File: config.mk
export PLATFORM = sky130hd
export DESIGN_NAME = pe_loader
export DESIGN_NICKNAME = d
export VERILOG_FILES = /design/src/rtl/pe_loader.sv
export SDC_FILE = /design/constraint.sdc
export NUM_CORES = 1
export LEC_CHECK = 0
export ABC_CLOCK_PERIOD_IN_PS = 2300
export CORE_MARGIN = 4
export CORE_UTILIZATION = 43
export DETAILED_ROUTE_END_ITERATION = 10
export GPL_TIMING_DRIVEN = 0
export PLACE_DENSITY_LB_ADDON = 0.08
export REMOVE_ABC_BUFFERS = 1
export SYNTH_ARGS = -nofsm -noshare
export SYNTH_HDL_FRONTEND = slang
export SYNTH_SLANG_ARGS = --single-unit
export TNS_END_PERCENT = 20
File: constraint.sdc
create_clock -name clk -period 2.3 [get_ports clk]
set_input_delay 0.69 -clock clk [delete_from_list [all_inputs] [get_ports clk]]
set_output_delay 0.69 -clock clk [all_outputs]
set_load 0.01 [all_outputs]
File: src/rtl/pe_loader.sv
// pe_loader: feeds one PE with a weight and an activation tile from a
// 1-cycle-latency source memory, then runs one compute pass per output row
// and returns each row's psum as a result beat. A watchdog aborts the job
// if the PE stops answering.
module pe_loader #(
    parameter int DATA_WIDTH     = 16,
    parameter int SRC_ADDR_WIDTH = 10,
    parameter int KERNEL_SIZE    = 3,
    parameter int ACT_SIZE       = 5,
    parameter int TIMEOUT        = 255
) (
    input  logic                      clk,
    input  logic                      reset,
    input  logic                      go,
    input  logic [SRC_ADDR_WIDTH-1:0] w_base,
    input  logic [SRC_ADDR_WIDTH-1:0] a_base,
    output logic                      busy,
    output logic                      done,
    output logic                      err,
    output logic                      src_rd_en,
    output logic [SRC_ADDR_WIDTH-1:0] src_addr,
    input  logic [DATA_WIDTH-1:0]     src_rd_data,
    output logic                      load_en_wght,
    output logic                      load_en_act,
    output logic [DATA_WIDTH-1:0]     filt_in,
    output logic [DATA_WIDTH-1:0]     act_in,
    output logic                      start,
    input  logic [DATA_WIDTH-1:0]     pe_out,
    input  logic                      compute_done,
    input  logic                      load_done,
    output logic                      res_valid,
    output logic [DATA_WIDTH-1:0]     res_data,
    output logic [2:0]                res_idx
);

    localparam int N_W      = KERNEL_SIZE * KERNEL_SIZE;
    localparam int N_A      = ACT_SIZE * ACT_SIZE;
    localparam int N_MAX    = (N_A > N_W) ? N_A : N_W;
    localparam int CNT_W    = $clog2(N_MAX + 2);
    localparam int WD_W     = $clog2(TIMEOUT + 1);
    localparam int LAST_ROW = ACT_SIZE - KERNEL_SIZE;

    typedef enum logic [2:0] {
        IDLE,
        W_STREAM,
        W_WAIT,
        A_STREAM,
        A_WAIT,
        RUN_START,
        RUN_WAIT
    } state_t;

    state_t                    state, state_n;
    logic [CNT_W-1:0]          cnt;
    logic [WD_W-1:0]           wd;
    logic [SRC_ADDR_WIDTH-1:0] w_base_q, a_base_q;
    logic [2:0]                row;
    logic                      wait_st;
    logic                      wd_exp;
    logic                      timeout;

    // Next-state decode plus the combinational read port and status outputs.
    // A stream state lasts N+1 cycles: N reads, then one more cycle so the
    // last read word lands in the output register before the wait begins.
    always_comb begin
        state_n   = state;
        src_rd_en = 1'b0;
        src_addr  = '0;
        timeout   = 1'b0;
        busy      = (state != IDLE);
        start     = (state == RUN_START);
        wait_st   = (state == W_WAIT) || (state == A_WAIT) || (state == RUN_WAIT);
        wd_exp    = wait_st && (wd == WD_W'(TIMEOUT - 1));
        case (state)
            IDLE: begin
                if (go) state_n = W_STREAM;
            end
            W_STREAM: begin
                if (cnt < CNT_W'(N_W)) begin
                    src_rd_en = 1'b1;
                    src_addr  = w_base_q + SRC_ADDR_WIDTH'(cnt);
                end
                if (cnt == CNT_W'(N_W)) state_n = W_WAIT;
            end
            W_WAIT: begin
                if (load_done) state_n = A_STREAM;
                else if (wd_exp) begin
                    timeout = 1'b1;
                    state_n = IDLE;
                end
            end
            A_STREAM: begin
                if (cnt < CNT_W'(N_A)) begin
                    src_rd_en = 1'b1;
                    src_addr  = a_base_q + SRC_ADDR_WIDTH'(cnt);
                end
                if (cnt == CNT_W'(N_A)) state_n = A_WAIT;
            end
            A_WAIT: begin
                if (load_done) state_n = RUN_START;
                else if (wd_exp) begin
                    timeout = 1'b1;
                    state_n = IDLE;
                end
            end
            RUN_START: begin
                state_n = RUN_WAIT;
            end
            RUN_WAIT: begin
                if (compute_done) state_n = (row == 3'(LAST_ROW)) ? IDLE : RUN_START;
                else if (wd_exp) begin
                    timeout = 1'b1;
                    state_n = IDLE;
                end
            end
            default: state_n = IDLE;
        endcase
    end

    // State register, counters, and the registered PE/result outputs.
    always_ff @(posedge clk) begin
        if (reset) begin
            state        <= IDLE;
            cnt          <= '0;
            wd           <= '0;
            w_base_q     <= '0;
            a_base_q     <= '0;
            row          <= '0;
            load_en_wght <= 1'b0;
            load_en_act  <= 1'b0;
            filt_in      <= '0;
            act_in       <= '0;
            res_valid    <= 1'b0;
            res_data     <= '0;
            res_idx      <= '0;
            done         <= 1'b0;
            err          <= 1'b0;
        end else begin
            state <= state_n;

            if (state_n != state) cnt <= '0;
            else if ((state == W_STREAM) || (state == A_STREAM)) cnt <= cnt + 1'b1;

            if (state_n != state) wd <= '0;
            else if (wait_st) wd <= wd + 1'b1;

            if ((state == IDLE) && go) begin
                w_base_q <= w_base;
                a_base_q <= a_base;
                row      <= '0;
            end

            // Read data for word i is present when cnt == i+1.
            load_en_wght <= (state == W_STREAM) && (cnt == CNT_W'(1));
            load_en_act  <= (state == A_STREAM) && (cnt == CNT_W'(1));
            if ((state == W_STREAM) && (cnt != '0)) filt_in <= src_rd_data;
            if ((state == A_STREAM) && (cnt != '0)) act_in  <= src_rd_data;

            res_valid <= 1'b0;
            done      <= 1'b0;
            err       <= timeout;
            if ((state == RUN_WAIT) && compute_done) begin
                res_valid <= 1'b1;
                res_data  <= pe_out;
                res_idx   <= row;
                row       <= row + 1'b1;
                done      <= (row == 3'(LAST_ROW));
            end
        end
    end

endmodule

## Word-level counts from Yosys, hierarchy flattened

Index checks and enable logic that the tools add are counted.

| word-level totals | value |
|---|---|
| register bits | 95 |
| logic and storage cells | 74 |

| cells by class | value |
|---|---|
| add/sub/neg operators | 5 |
| order comparisons | 2 |
| equal/unequal tests | 12 |
| muxes and demuxes | 22 |
| bitwise gates (word level) | 1 |
| reductions and logical operators | 17 |

Operators with widths:

| cell | number |
|---|---|
| $mux 3 | 10 |
| $pmux 3 s7 | 1 |
| $add 10x5->10 | 2 |
| $mux 10 | 2 |
| $pmux 10 s2 | 1 |
| $eq 3x2->1 const B | 3 |
| $eq 3x3->1 const B | 3 |
| $add 8x1->8 const B | 1 |
| $eq 8x8->1 const B | 1 |
| $logic_and 1x1->1 | 7 |
| $mux 1 | 6 |
| $reduce_or 2->1 | 3 |
| $add 5x1->5 const B | 1 |
| $eq 5x1->1 const B | 1 |
| $eq 5x4->1 const B | 1 |
| $eq 5x5->1 const B | 1 |
| $lt 5x4->1 const B | 1 |
| $lt 5x5->1 const B | 1 |
| $reduce_bool 5->1 | 1 |
| $pmux 1 s2 | 2 |
| $add 3x1->3 const B | 1 |
| $eq 3x1->1 const B | 1 |
| $logic_not 3->1 | 1 |
| $logic_or 1x1->1 | 3 |
| 4 further kinds | 4 |

## Logic depth before layout (Yosys ltp)

| logic depth | value |
|---|---|
| depth after elaboration | 9 |
| mapped depth | 8 |

## Worst setup path before layout

Ideal clock, no wire load.

| path | value |
|---|---|
| kind | register to output |
| start | register cnt[0] |
| end | output port src_addr[8] |
| arrival time | 1.907 ns |
| setup slack | -0.297 ns |
| stages on the path, launching flop included | 9 |
| buffers on the path | 0 |
| cells stage by stage | dfxtp_1 -> ha_1 -> inv_1 -> fa_1 -> nand2b_1 -> a21oi_1 -> o21ai_0 -> xor2_1 -> o22ai_1 |

| between the ends | value |
|---|---|
| longest elaborated chain between the ends | 3 |
| elaborated cells on any way between the ends | 7 |

Ends and longest elaborated chain:

| what | RTL line | RTL |
|---|---|---|
| start, declared | 54 | `logic [CNT_W-1:0] cnt;` |
| start signal, assigned | 142 | `else if ((state == W_STREAM) \|\| (state == A_STREAM)) cnt <= cnt + 1'b1;` |
| $add 10x5->10, or another cell as far along | 95 | `src_addr = a_base_q + SRC_ADDR_WIDTH'(cnt);` |
| $mux 10, on equally long branches | 93, 79 |  |
| $pmux 10 s2 (*) | 74 | `case (state)` |
| end, declared | 21 | `output logic [SRC_ADDR_WIDTH-1:0] src_addr,` |

Every way passes the cells marked *; elsewhere a longest branch is shown, timed or not.

## Final worst setup path

| path | value |
|---|---|
| start | register cnt[0] |
| end | output port src_addr[6] |

The elaborated chain is that of the path after synthesis.

==> results.md <==
* Status: finished with violations
* Violated checks: negative setup slack
* M3 GR Usage at 4.20%
* Global placement routability congestion at 0.807
* H-tree depth at 3
* First-pass DRT Iterations at 4
* Antenna viol nets, final at 0
* Final WS setup at -579 ps
* Crit path arrival time at 2190 ps
* Total track usage at 21.0%
* Flop2flop setup slack at 90 ps
* Pin count of the biggest net entering global routing at 50
* Cell family with the largest share of critical-path delay: adder cells
* FF+latch count, synth at 95
* Cell variety after synth at 44
* Die area at 11900 µm²
* Post-layout util at 64.3%
* Clock buffer depth at 2
* Number of synthesized flops with an enable pin at 0
* Area share of the largest cell type after synthesis at 43.2%
* Slew HR at 44.5%
* Post-Syn Instances at 553
* Clock Tree Root: clkbuf_8
* Async SR Flop Fraction at 0%
* Critical path peak fanout at 4
* GR Layer Usage met1 at 25.1%
* CTS Sinks at 95
* Most Crowded Layer GR: met2
* Die extent in x at 109 µm
* Largest cells by area after synthesis: dfxtp_1 (43%), nand2_1 (13%), a21oi_1 (9.7%), ha_1 (4.8%), xor2_1 (4.2%)
* Syn Std Cell Area at 4400 µm²
* Most frequent cell after synthesis: nand2_1
* Max incr delay on CP at 410 ps
* Worst Path Buf+Inv at 2
* Yosys warning total at 0
* Drc violations at 0
* IO buf count at 125
* Post-detail-place hpwl at 8150 µm
* Worst setup path start: cnt[0]
* Placed Area at 5690 µm²
* Worst-Margin Slew at 830 ps
* Worst r2r src: cnt[0]
* Post-route cell area at 6340 µm²
* CP Capture Type: output port
* I/O Pins at 126
* R2R depth at 9
* Final setup vio count at 12
* CTS tree: done
* Power per cell area at 503 nW/µm²
* MaxCap Viol Count at 0
* Critical path class: reg -> out
* Via count at 4263
* Site Rows at 36
* FMAX at 0.347 GHz
* Crit path max-delay cell type: dfxtp_4
* DRT iter0 DRCs at 302
* CP Depth at 9
* Wirelength, routed at 12500 µm
* Worst-skew pair later-pin latency at 370 ps
* Most frequent cells after synthesis: nand2_1 (157), dfxtp_1 (95), a21oi_1 (85)
* Critical Path Source Type: register
* RSZ-0062 raised after global routing: true
* Layout cells sized above 1 at 16.4%
* Hold-fix buffers, CTS at 0
* Global Route met2 Usage at 36.2%
* Area of the core at 9860 µm²
* Hold Path Stages at 2
* N_diodes at 0
* Fillers at 803
* CTS buffer count at 9
* Height of the die at 109 µm
* Vias per cell at 5.22
* Area growth syn-to-layout at 44.3%
* Hold Fails Final Rpt at 0
* Crit path cell chain: ha_4 -> inv_2 -> fa_2 -> nand2b_4 -> a21oi_4 -> o21ai_2 -> xor2_1 -> o22ai_2 -> buf_2
* Min-delay worst type: reg -> reg
* Min-delay src: filt_in[15]
* Vias in the first global route at 4263
* Count of final max-slew check failures at 0
* Antenna violations before repair at 0
* Mean post-synth cell area at 7.95 µm²
* First-pass GRT wire length at 19900 µm
* Min Clock Period, post-route at 2880 ps
* Primary FF master, synth: dfxtp_1
* Period utilization at 125%
* Clock-pin slew on the worst setup and hold paths at 90 ps
* Pleak at 2.17 nW
* Starting Density at 44.6%
* Sequential area share after synthesis at 43.2%
* Total grt overflow at 0
* DR WL/cell at 15.3 µm
* Req. time, crit path at 1610 ps
* Dominant cell type by area after synthesis: dfxtp_1
* Nets at 754
* IR drop worst, VDD at 0.261 mV
* Max Clock Skew at 10.9 ps
[through the flow]
stage	instances	TNS, ps	power, mW	hold WS, ps	setup WS [ps]
global route	816	-6110	3.34	474	-683
global placement	778	-134060	2.04	441	-2040
floorplan	520	-793	1.86	434	-297
CTS	812	-5150	3.21	459	-589
finish	816	-4840	3.19	458	-579
detailed placement	779	-40120	2.05	445	-1050
[routing by layer]
metal / vias to the layer above / wire length [µm]
met5: - / 0
met3: 26 / 605
li1: 2127 / -
met2: 105 / 6260
met4: 0 / 340
met1: 2005 / 5250
[final timing paths]
kind,end
worst max register to register,wd[7]
worst min-delay path,filt_in[15]
worst min register to register,filt_in[15]
worst max-delay path,src_addr[6]
[report_power, final]
| group | switching, mW | internal, mW |
|---|---|---|
| registers | 0.0328 | 1.67 |
| clock network | 0.605 | 0.511 |
| logic | 0.173 | 0.198 |
[cell usage in the layout, fill, tap and decap left out, types with 3 or more instances in the layout]
| cell type | count |
|---|---|
| nand4_1 | 5 |
| dfxtp_4 | 6 |
| nand3b_1 | 3 |
| nor3_1 | 9 |
| o21ai_0 | 3 |
| a21o_1 | 3 |
| mux2i_1 | 3 |
| o21ai_2 | 3 |
| nor2_1 | 20 |
| dfxtp_1 | 85 |
| and3_1 | 3 |
| nand2b_1 | 6 |
| o2111ai_1 | 4 |
| o21ai_1 | 7 |
| buf_2 | 10 |
| inv_1 | 8 |
| clkdlybuf4s50_1 | 112 |
| a31oi_1 | 5 |
| xor2_1 | 20 |
| a21oi_1 | 82 |
| dfxtp_2 | 4 |
| ha_4 | 8 |
| inv_2 | 3 |
| nand3_1 | 5 |
| o22ai_2 | 6 |
| ha_1 | 7 |
| buf_4 | 17 |
| nand2_1 | 156 |
| nor3_2 | 10 |
| buf_6 | 6 |
| clkbuf_8 | 9 |
| xnor2_1 | 5 |
[worst register-to-register path, stage by stage (launching register included)]
cell and delay [ps]:
dfxtp_4 390, buf_6 120, buf_4 120, buf_4 130, ha_2 190, nand3b_1 140, mux2i_1 200, o211ai_1 140
a311o_2 490, nor3_1 230
[layout make-up]
| cell class | instances | area [µm²] | share of cell area [%] |
|---|---|---|---|
| multi-input combinational | 414 | 2620 | 41.3 |
| clock inverter | 6 | 67.6 | 1.06 |
| tap | 133 | 166 | 2.62 |
| timing repair buffer | 147 | 1400 | 22.0 |
| clock buffer | 10 | 128 | 2.01 |
| inverter | 11 | 41.3 | 0.651 |
| sequential | 95 | 1930 | 30.4 |
[logic make-up (layout without fill, tap and decap cells)]
family / after synthesis / after routing / synth area share (%)
simple gates: 231 / 231 / 23.4
compound gates: 135 / 135 / 17.6
flops: 95 / 95 / 43.2
buf+inv: 44 / 174 / 4.13
xor+xnor: 26 / 26 / 5.18
fa+ha+maj: 19 / 19 / 5.75
mux: 3 / 3 / 0.683
[sequential cells by signal, summed over array words and instances, names as in the netlist]
| name | flops |
|---|---|
| a_base_q | 10 |
| act_in | 16 |
| cnt | 5 |
| done | 1 |
| err | 1 |
| filt_in | 16 |
| load_en_act | 1 |
| load_en_wght | 1 |
| res_data | 16 |
| res_idx | 3 |
| res_valid | 1 |
| row | 3 |
| state | 3 |
| w_base_q | 10 |
| wd | 8 |
[what timing repair did]
| item | 4_1_cts | 5_1_grt |
|---|---|---|
| buffers inserted | 17 | 4 |
| pin swaps | 26 | 22 |
| gates cloned | 0 | 0 |
| gates resized for setup | 115 | 16 |
| hold endpoints to repair | 0 | 0 |
| endpoints found under the setup margin | 77 | 28 |
(Power assumes the default switching activity.)
